File: config.mk
export PLATFORM = sky130hd
export DESIGN_NAME = dsp48a1_result_drain
export DESIGN_NICKNAME = d
export VERILOG_FILES = /design/src/rtl/dsp48a1_result_drain.sv
export SDC_FILE = /design/constraint.sdc
export NUM_CORES = 1
export LEC_CHECK = 0
export ABC_AREA = 1
export BUFFER_PORTS_ARGS = -buffer_cell sky130_fd_sc_hd__buf_2
export CAP_MARGIN = 20
export CORE_MARGIN = 1.5
export CORE_UTILIZATION = 53
export DETAILED_ROUTE_END_ITERATION = 6
export MAX_ROUTING_LAYER = met4
export PLACE_DENSITY = 0.76
export SLEW_MARGIN = 20
export SYNTH_ARGS = -nofsm -noshare
export SYNTH_HDL_FRONTEND = slang
export SYNTH_SLANG_ARGS = --single-unit
File: constraint.sdc
create_clock -name clk -period 1.9 [get_ports clk]
set_clock_uncertainty 0.2 [all_clocks]
set_input_delay 0.095 -clock clk [delete_from_list [all_inputs] [get_ports clk]]
set_output_delay 0.095 -clock clk [all_outputs]
set_load 0.02 [all_outputs]
File: src/rtl/dsp48a1_result_drain.sv
// dsp48a1_result_drain: follows each operand set through the DSP48A1 pipeline,
// captures {CARRYOUT, P} on the cycle the result emerges, and buffers it in a
// small ready/valid FIFO. Issue is credit-gated so a result always has a slot.
module dsp48a1_result_drain #(
  parameter int width_reg = 48,
  parameter int LATENCY   = 3,
  parameter int DEPTH     = 4
) (
  input  logic                     clk,
  input  logic                     rst,
  input  logic                     clkE,
  input  logic                     issue_valid,
  output logic                     issue_ready,
  input  logic [width_reg-1:0]     P,
  input  logic                     CARRYOUT,
  output logic [width_reg:0]       out_data,
  output logic                     out_valid,
  input  logic                     out_ready,
  output logic [$clog2(DEPTH):0]   count
);

  localparam int PW = $clog2(DEPTH);
  localparam int CW = PW + 1;
  localparam int DW = width_reg + 1;

  // Tracker, counters and FIFO state
  logic [LATENCY-1:0] trk_q, trk_d;
  logic [CW-1:0]      inflight_q, inflight_d;
  logic [CW-1:0]      count_q, count_d;
  logic [PW-1:0]      wptr_q, wptr_d;
  logic [PW-1:0]      rptr_q, rptr_d;
  logic               valid_q, valid_d;
  logic [DW-1:0]      mem_q [DEPTH];
  logic [DW-1:0]      mem_d [DEPTH];

  logic               accept;
  logic               capture;
  logic               pop;
  logic [CW:0]        credit_sum;
  logic [LATENCY:0]   trk_ext;

  // Credits: results already buffered plus results still in the slice must
  // fit in the FIFO. Both terms are registers; clkE low means the slice
  // cannot take an operand set, so no credit is offered.
  always_comb begin
    credit_sum  = {1'b0, count_q} + {1'b0, inflight_q};
    issue_ready = clkE & (credit_sum < (CW+1)'(DEPTH));
    accept      = issue_valid & issue_ready;
    capture     = clkE & trk_q[LATENCY-1];
    pop         = valid_q & out_ready;
  end

  // Valid tracker shifts in lockstep with the slice registers
  always_comb begin
    trk_ext = {trk_q, accept};
    trk_d   = trk_q;
    if (clkE) trk_d = trk_ext[LATENCY-1:0];
  end

  // In-flight counter: issues entering minus results leaving the slice
  always_comb begin
    inflight_d = inflight_q;
    case ({accept, capture})
      2'b10:   inflight_d = inflight_q + CW'(1);
      2'b01:   inflight_d = inflight_q - CW'(1);
      default: inflight_d = inflight_q;
    endcase
  end

  // FIFO pointers, occupancy and storage
  always_comb begin
    wptr_d  = wptr_q;
    rptr_d  = rptr_q;
    count_d = count_q;
    mem_d   = mem_q;
    if (capture) begin
      mem_d[wptr_q] = {CARRYOUT, P};
      wptr_d        = wptr_q + PW'(1);
    end
    if (pop) rptr_d = rptr_q + PW'(1);
    case ({capture, pop})
      2'b10:   count_d = count_q + CW'(1);
      2'b01:   count_d = count_q - CW'(1);
      default: count_d = count_q;
    endcase
    valid_d = (count_d != '0);
  end

  // State registers; reset also discards whatever is still in the slice
  always_ff @(posedge clk) begin
    if (rst) begin
      trk_q      <= '0;
      inflight_q <= '0;
      count_q    <= '0;
      wptr_q     <= '0;
      rptr_q     <= '0;
      valid_q    <= 1'b0;
      for (int i = 0; i < DEPTH; i++) mem_q[i] <= '0;
    end else begin
      trk_q      <= trk_d;
      inflight_q <= inflight_d;
      count_q    <= count_d;
      wptr_q     <= wptr_d;
      rptr_q     <= rptr_d;
      valid_q    <= valid_d;
      mem_q      <= mem_d;
    end
  end

  // Head entry is a plain register read; nothing depends on out_ready
  always_comb begin
    out_data  = mem_q[rptr_q];
    out_valid = valid_q;
    count     = count_q;
  end

  // The credit scheme must make a push into a full FIFO impossible
  a_no_overflow: assert property (@(posedge clk) disable iff (rst)
    !(capture && !pop && (count_q == CW'(DEPTH))));

endmodule

# After elaboration in Yosys (flattened, before gate mapping)
# Cells that the tools add are included.
dict set report word_totals {
  inputBits 54
  out_inout_bits 54
  ff_bits 210
  elab_cells 42
}
dict set report classes {
  n_reduce_logical 3
  addsub 7
  bitwise_logic 6
  eq_ne 4
  order_cmp 4
  muxes 8
}
# cell count
set ops {}
lappend ops {{196-bit bitwise mux} 1}
lappend ops {{49-bit two-way mux} 3}
lappend ops {{49-bit binary-select mux with 2-bit select} 1}
lappend ops {{49-bit demux with 2-bit select} 1}
lappend ops {{3-bit one-hot mux with 2 select lines} 2}
lappend ops {{3-bit by 1-bit adder with 3-bit output (second input constant)} 2}
lappend ops {{3-bit greater-or-equal comparator (second input constant)} 2}
lappend ops {{2-bit NOT with 3-bit output} 2}
lappend ops {{3-bit by 1-bit subtractor with 3-bit output (second input constant)} 2}
lappend ops {{2-bit by 1-bit adder with 2-bit output (second input constant)} 2}
lappend ops {{3-bit by 3-bit adder with 4-bit output} 1}
lappend ops {{1-bit AND} 4}
lappend ops {{2-bit by 1-bit equality test with 1-bit output (second input constant)} 2}
lappend ops {{2-bit equality test (second input constant)} 2}
lappend ops {{4-bit by 3-bit less-than comparator with 1-bit output (second input constant)} 1}
lappend ops {{3-bit by 1-bit less-than comparator with 1-bit output (second input constant)} 1}
lappend ops {{3-bit nonzero test} 1}
lappend ops {{2-bit nonzero test} 1}
lappend ops {{1-bit logical AND} 1}

# Longest topological paths before layout
# Gate-level depths: netlist (run 1).
dict set report logic_depth {
  word_depth 6
  ltp_mapped 13
  mapped_depth_nobuf 12
}

# Least setup slack after synthesis (run 1)
# OpenSTA, ideal clock, no wires.
dict set report synth_timing {
  path_type {flip-flop to flip-flop}
  from {register count_q[1] (netlist: count[1])}
  to {register inflight_q[2]}
  synth_period_minus_slack_ns 2.041
  path_buffers 0
  t_required_ns 1.587
  slack_ns -0.141
  arrival_time_ns 1.729
  path_stages_with_launch 13
  path_cell_list {dfxtp_1 > ha_1 > nand3_1 > nand4_1 > ha_1 > inv_1 > fa_1 > inv_1 > nand2_1 > nand3_1 > nand2_1 > nand2_1 > nor2_1}
}
dict set report synth_between {
  elab_chain_len 6
}
# item line
set synth_lines {}
lappend synth_lines {{start: declaration} 29} ;# logic [CW-1:0] count_q, count_d;
lappend synth_lines {{start signal: assignment} 102} ;# count_q <= count_d;
lappend synth_lines {{3-bit by 3-bit adder with 4-bit output *} 46} ;# credit_sum = {1'b0, count_q} + {1'b0, inflight_q};
lappend synth_lines {{4-bit by 3-bit less-than comparator with 1-bit output *} 47} ;# issue_ready = clkE & (credit_sum < (CW+1)'(DEPTH));
lappend synth_lines {{1-bit AND *} 47}
lappend synth_lines {{1-bit AND *} 48} ;# accept = issue_valid & issue_ready;
lappend synth_lines {{2-bit by 1-bit equality test with 1-bit output / 2-bit equality test (equally long branches)} 63} ;# case ({accept, capture})
lappend synth_lines {{3-bit one-hot mux with 2 select lines / 2-bit nonzero test (equally long branches)} --}
lappend synth_lines {{end signal: assignment} 101} ;# inflight_q <= inflight_d;
lappend synth_lines {{end: declaration} 28} ;# logic [CW-1:0] inflight_q, inflight_d;
# Every way passes the cells marked *; elsewhere a longest branch is shown, timed or not.
# A chain may end at the register's enable or synchronous reset.

# Final worst setup path (run 1)
dict set report layout_timing {
  from {register rptr_q[0]}
  to {output port out_data[32]}
}
dict set report layout_between {
  elab_chain_len 4
}
# item line
set layout_lines {}
lappend layout_lines {{start: declaration} 31} ;# logic [PW-1:0] rptr_q, rptr_d;
lappend layout_lines {{start signal: assignment} 104} ;# rptr_q <= rptr_d;
lappend layout_lines {{2-bit NOT with 3-bit output (not written as such)} 112} ;# out_data = mem_q[rptr_q];
lappend layout_lines {{49-bit binary-select mux with 2-bit select} 112}
lappend layout_lines {{49-bit two-way mux (not written as such) (2 in a row)} 112}
lappend layout_lines {{end: declaration} 16} ;# output logic [width_reg:0] out_data,
# Every way passes these cells. The select of a mux whose other input is x is not followed.

==> flow_metrics.env, run 1 <==
export IMPL_status="finished with violations"
export IMPL_violations="negative setup slack"
export IMPL_r2r_start="count[1]"
export IMPL_r2r_setup_slack_ns=-0.09
export IMPL_grt_usage_pct=32.4
export IMPL_ys_ff_latch=210
export IMPL_num_io_pins=108
export IMPL_max_slew_margin_pct=69.2
export IMPL_dp_slack_ns=-0.118
export IMPL_yosys_warnings=0
export IMPL_stdcell_count=1604
export IMPL_end_kind="output pin"
export IMPL_fin_crit_sh_pct=107
export IMPL_powerDensity_nw_per_um2=1010
export IMPL_nets=1437
export IMPL_htreeDepth=1
export IMPL_synth_top_cell_area_share_pct=46.0
export IMPL_peakVddDrop_mv=0.716
export IMPL_wl_per_cell_um=18.6
export IMPL_cts_buffers=22
export IMPL_intPower_uw=8460
export IMPL_syn_avg_cell_area_um2=7.34
export IMPL_yosysMostFrequentCell="nand2_1"
export IMPL_slew_viol_final=0
export IMPL_gp_congestion=0.832
export IMPL_wl_mm=29.8
export IMPL_worstMarginPinSlew_ns=0.462
export IMPL_synth_edf_count=0
export IMPL_cts_sinks=210
export IMPL_cts_tree="built"
export IMPL_syn_inst=1246
export IMPL_yosysSeqAreaShare_pct=46.0
export IMPL_drive_gt1_share_pct=21.6
export IMPL_worstPathRequired_ns=1.60
export IMPL_synth_area_leaders="dfxtp_1, a21oi_1, nand3_1, nand2_1, o21ai_0"
export IMPL_clk_path_buf_depth=3
export IMPL_setup_ws_ns=-0.136
export IMPL_grt_pass1_wl_mm=46.4
export IMPL_min_to="mem_q[43]"
export IMPL_n_antenna_cell=0
export IMPL_synth_commonest_cells="nand2_1, dfxtp_1, a21oi_1"
export IMPL_yosys_most_used_dff="dfxtp_1"
export IMPL_ys_types=20
export IMPL_synthArstFlopShare_pct=0
export IMPL_grt_max_degree=98
export IMPL_sw_frac_of_total_pct=30.7
export IMPL_rr_worst_depth=12
export IMPL_row_count=47
export IMPL_r2r_end="inflight_q[2]"
export IMPL_drv_cap=0
export IMPL_clkLatencyLatePin_ns=0.50
export IMPL_antenna_left=0
export IMPL_synth_area_um2=9140
export IMPL_cp_arrival_ns=1.74
export IMPL_switching_power_uw=3750
export IMPL_route_detailed_drc=0
export IMPL_vias=9754
export IMPL_dp_hpwl_mm=14.8
export IMPL_p_leak_uw=0.00443
export IMPL_worstSetupPathType="flip-flop to output pin"
export IMPL_antenna_found_initial=0
export IMPL_hp_start="P[43]"
export IMPL_yosysTopAreaCell="dfxtp_1"
export IMPL_grt_overflow=0
export IMPL_grt_pass1_vias=9122
export IMPL_place_port_buffers=107
export IMPL_fmax_ghz=0.491
export IMPL_cp_max_fo=7
export IMPL_clockPowerShare_pct=34.7
export IMPL_core_um2=16700
export IMPL_drt_iter0_markers=920
export IMPL_chipWidth_um=134
export IMPL_viasPerCell=6.08
export IMPL_path_clk_slew_ns=0.06
export IMPL_syn_nets=1310
export IMPL_cp_start_kind="flip-flop"
export IMPL_place_inst=1494
export IMPL_dieArea_um2=18000
export IMPL_setup_viol=50
export IMPL_fill_cells=1255
export IMPL_firstDrtPassIters=5
export IMPL_p_comb_share_pct=27.9
export IMPL_final_util_pct=72.5
export IMPL_area_delta_synth_final_pct=32.4
export IMPL_sequentialPowerShare_pct=37.4
export IMPL_initial_core_util_pct=54.7
export IMPL_die_h_um=134
export IMPL_cts_root_buf="clkbuf_16"
export IMPL_post_route_min_period_ns=2.04
export IMPL_rsz0062_at_grt="true"
export IMPL_hold_class="primary input to flip-flop"
export IMPL_whs_path_depth=4
export IMPL_hold_viol=0
critical path, cell delays in order (launching register included):
cell and delay (ns):
dfxtp_4 0.46, buf_12 0.16, buf_12 0.14, o21ai_1 0.09, o22ai_2 0.24, buf_6 0.15
per-layer routing:
layer	global-route usage, %	vias up	share of wire, %
li1	-	4522	-
met1	41.3	4620	40
met2	53.5	547	48
met3	4.20	65	9.9
met4	10.7	0	2.1
met5	-	-	0
metrics by stage:
stage	TNS, ns	total power (uW)	hold WS [ns]	area [um^2]
after floorplan	-0.0663	6090	0.0466	9190
after global placement	-0.0998	6890	0.193	9900
after detailed placement	-0.140	6900	0.204	9900
after CTS	-3.37	12000	0.236	11800
after global routing	-6.16	12600	0.250	12100
final	-4.02	12200	0.254	12100
power by group through the flow:
stage | Clock, uW | Combinational, uW | Sequential [uW]
CTS | 4270 | 3130 | 4570
floorplan | 0 | 1430 | 4660
global placement | 0 | 2250 | 4640
global route | 4460 | 3570 | 4580
finish | 4240 | 3400 | 4570
detailed placement | 0 | 2260 | 4650
registers in the layout, summed over array words and instances, names as in the netlist:
name and cells:
count 3, inflight_q 3, mem_q 196, out_valid 1, rptr_q 2, trk_q 3, wptr_q 2
cell type report:
class                      instances  area (um^2)  share of cell area (%)
sequential                       210         4220                    34.9
inverter                          21         96.3                   0.796
timing repair buffer             222         2190                    18.1
multi-input combinational        896         4610                    38.1
tap                              220          275                    2.27
clock buffer                      31          657                    5.43
clock inverter                     4         45.0                   0.372
worst max-delay path by stage:
stage / from / end / slack [ns] / depth (start not counted)
global placement: count[1] / inflight_q[2] / -0.09 / 12
detailed placement: count[1] / inflight_q[2] / -0.12 / 12
floorplan: count[1] / inflight_q[2] / -0.07 / 12
global route: rptr_q[0] / out_data[13] / -0.16 / 5
CTS: rptr_q[0] / out_data[30] / -0.12 / 6
finish: rptr_q[0] / out_data[32] / -0.14 / 5
cell families after synthesis:
family,share of synthesized area [%]
buf+inv,7.62
compound gates,20.3
simple gates,24.5
flops,46.0
fa+ha+maj,1.53
cells in the final DEF (no fill, tap or decap), types with 22 or more instances in the layout:
| master | synthesis | final |
|---|---|---|
| o22ai_1 | 49 | 31 |
| nor2_1 | 108 | 92 |
| dlygate4sd3_1 | 0 | 54 |
| nand2_1 | 213 | 210 |
| buf_2 | 26 | 58 |
| buf_4 | 4 | 57 |
| dfxtp_1 | 210 | 204 |
| o21ai_2 | 0 | 33 |
| buf_6 | 15 | 22 |
| o21ai_1 | 0 | 43 |
| o21ai_0 | 106 | 29 |
| a21oi_1 | 204 | 202 |
| nand3_1 | 200 | 197 |
| clkbuf_16 | 0 | 27 |
what timing repair did:
item / CTS / global route
hold buffers: 54 / 0
gates resized for setup: 146 / 101
endpoints found under the setup margin: 51 / 52
pin swaps: 22 / 30
endpoints found under the hold margin: 208 / 0
cloned: 10 / 3
setup buffers: 7 / 5
(Power assumes the default switching activity.)
==> run 2: changes to the inputs <==
CORE_MARGIN = 2   (was 1.5)
==> run 2 against run 1 <==
Wire length up 5.9%. Sequential share of layout area down 1.3 points. Largest cell class unchanged. Fmax down 3.1%. First-iteration DRC count up 11%. Cell count up 1.2%. The run ends with design-rule violations, negative setup slack left. Register-to-register slack worse by 0.02 ns.
==> flow_metrics.env, run 2 (same netlist as run 1, synthesis figures left out) <==
export IMPL_status="finished with violations"
export IMPL_violations="design-rule violations, negative setup slack"
export IMPL_gp_congestion=0.797
export IMPL_chipWidth_um=135
export IMPL_cts_root_buf="clkbuf_16"
export IMPL_dieArea_um2=18300
export IMPL_sw_frac_of_total_pct=31.0
export IMPL_worstSetupPathType="flip-flop to output pin"
export IMPL_rsz0062_at_grt="true"
export IMPL_final_cell_area_um2=12600
export IMPL_wl_per_cell_um=19.4
export IMPL_r2r_start="count[1]"
export IMPL_area_delta_synth_final_pct=37.4
export IMPL_regMostFlops="mem_q"
export IMPL_drt_iter0_markers=1025
export IMPL_crit_slowest_cell="dfxtp_4"
export IMPL_rr_worst_depth=12
export IMPL_place_inst=1500
export IMPL_stdcell_count=1624
export IMPL_cts_tree="built"
export IMPL_peakVddDrop_mv=0.711
export IMPL_clockPowerShare_pct=34.1
export IMPL_htreeDepth=1
export IMPL_vias=9936
export IMPL_path_cells="buf_12 -> buf_12 -> o21ai_0 -> o22ai_2 -> buf_6"
export IMPL_r2r_end="inflight_q[2]"
export IMPL_fmax_ghz=0.476
export IMPL_wl_mm=31.6
export IMPL_grt_pass1_wl_mm=43.9
export IMPL_cp_num_buf_inv=3
export IMPL_sequentialPowerShare_pct=35.6
export IMPL_largest_reg_flops=196
export IMPL_hp_start="P[45]"
export IMPL_p_leak_uw=0.00463
export IMPL_route_detailed_drc=3
export IMPL_final_cell_mix="nand2_1, a21oi_1, dfxtp_1, nand3_1, nor2_1"
export IMPL_cts_buffers=22
export IMPL_antenna_found_initial=0
export IMPL_antenna_left=0
export IMPL_setup_ws_ns=-0.202
export IMPL_whs_path_depth=4
export IMPL_grt_max_degree=126
export IMPL_hold_viol=0
export IMPL_n_antenna_cell=0
export IMPL_die_h_um=135
export IMPL_drv_cap=0
export IMPL_dpl_cell_area_um2=9830
export IMPL_cp_arrival_ns=1.81
export IMPL_dp_slack_ns=-0.0964
export IMPL_cp_top_family="compound AO/OA/AOI/OAI gates"
export IMPL_max_slew_margin_pct=61.6
export IMPL_worstMarginPinSlew_ns=0.575
export IMPL_min_to="mem_q[143]"
export IMPL_fill_cells=1205
export IMPL_firstDrtPassIters=7
export IMPL_p_comb_share_pct=30.2
export IMPL_dp_hpwl_mm=14.8
export IMPL_setup_viol=51
export IMPL_path_clk_slew_ns=0.06
export IMPL_r2r_setup_slack_ns=-0.11
export IMPL_fin_crit_sh_pct=111
export IMPL_initial_core_util_pct=53.6
export IMPL_grt_usage_pct=30.1
export IMPL_core_um2=17100
export IMPL_cts_sinks=210
export IMPL_end_kind="output pin"
export IMPL_hold_class="primary input to flip-flop"
export IMPL_post_route_min_period_ns=2.10
export IMPL_worstPathRequired_ns=1.60
export IMPL_final_util_pct=73.6
export IMPL_switching_power_uw=3970
export IMPL_powerDensity_nw_per_um2=1020
export IMPL_intPower_uw=8830
export IMPL_drive_gt1_share_pct=25.2
export IMPL_row_count=48
export IMPL_slew_viol_final=0
export IMPL_grt_overflow=0
export IMPL_grt_pass1_vias=8718
export IMPL_num_io_pins=108
export IMPL_cp_start_kind="flip-flop"
export IMPL_max_stage_delay_ns=0.37
export IMPL_hold_ws_ns=0.239
export IMPL_path_common_cell="buf_12"
export IMPL_cp_max_fo=21
export IMPL_nets=1447
export IMPL_clkLatencyLatePin_ns=0.51
export IMPL_clk_path_buf_depth=3
export IMPL_final_common_cell="nand2_1"
export IMPL_place_port_buffers=107
export IMPL_viasPerCell=6.12
==> run 2: cell count changes in the layout (fill, tap and decap cells not counted), moves of 4 or more <==
cell	change
buf_6	+6
o22ai_2	+11
nor2_2	+15
nor2_1	-21
clkbuf_16	+7
clkbuf_8	+7
nor2_4	+6
buf_12	-4
o21ai_4	+6
o21ai_1	-15
o22ai_1	-11
o21ai_0	+6
==> run 2: repair_timing <==
action                                 4_1_cts  5_1_grt
endpoints found under the hold margin      205        0
pin swaps                                   12       25
cloned                                       3       18
setup endpoints to repair                   51       53
hold buffers                                53        0
setup buffers                                1        9
gates resized for setup                    116      203
==> run 2: routing by layer <==
| metal | GRT usage, % | routed length, um | vias to the layer above |
|---|---|---|---|
| met5 | - | 0 | - |
| met3 | 4.34 | 3340 | 119 |
| li1 | - | - | 4538 |
| met4 | 10.9 | 1120 | 0 |
| met2 | 48.3 | 14900 | 633 |
| met1 | 39.0 | 12200 | 4646 |
==> run 2: tightest hold or removal path, delay by kind of cell <==
kind                   cells  cell delay [ns]
AND/OR/NAND/NOR            1             0.08
AO/OA/AOI/OAI              1             0.06
buffers and inverters      2             0.67
==> run 2: stage by stage <==
stage / TNS, ns / total power (uW)
global placement: -0.0963 / 6890
CTS: -3.24 / 11600
global route: -7.11 / 13200
floorplan: -0.0663 / 6090
finish: -5.26 / 12800
detailed placement: -0.145 / 6900
==> run 2: worst max path at each step <==
stage	slack, ns	end	cells past startpoint	from
2_1_floorplan	-0.07	inflight_q[2]	12	count[1]
3_3_place_gp	-0.08	inflight_q[2]	12	count[1]
3_5_place_dp	-0.1	inflight_q[2]	12	count[1]
4_1_cts	-0.13	out_data[11]	4	rptr_q[0]
5_1_grt	-0.22	out_data[0]	5	rptr_q[0]
6_report	-0.20	out_data[19]	5	rptr_q[0]
==> run 2: power groups by stage <==
stage / clock network (uW) / registers (uW) / logic [uW]
3_3_place_gp: 0 / 4640 / 2250
3_5_place_dp: 0 / 4650 / 2250
5_1_grt: 4560 / 4560 / 4040
6_report: 4370 / 4560 / 3870
4_1_cts: 4380 / 4560 / 2680
2_1_floorplan: 0 / 4660 / 1430
==> run 2: area by class of cell <==
class | instances | area, um^2 | share of cell area, %
Clock buffer | 40 | 739 | 5.89
Inverter | 21 | 98.8 | 0.787
Tap cell | 225 | 282 | 2.24
Timing Repair Buffer | 230 | 2350 | 18.7
Multi-Input combinational cell | 896 | 4830 | 38.5
Timing Repair inverter | 2 | 36.3 | 0.289
Sequential cell | 210 | 4220 | 33.6
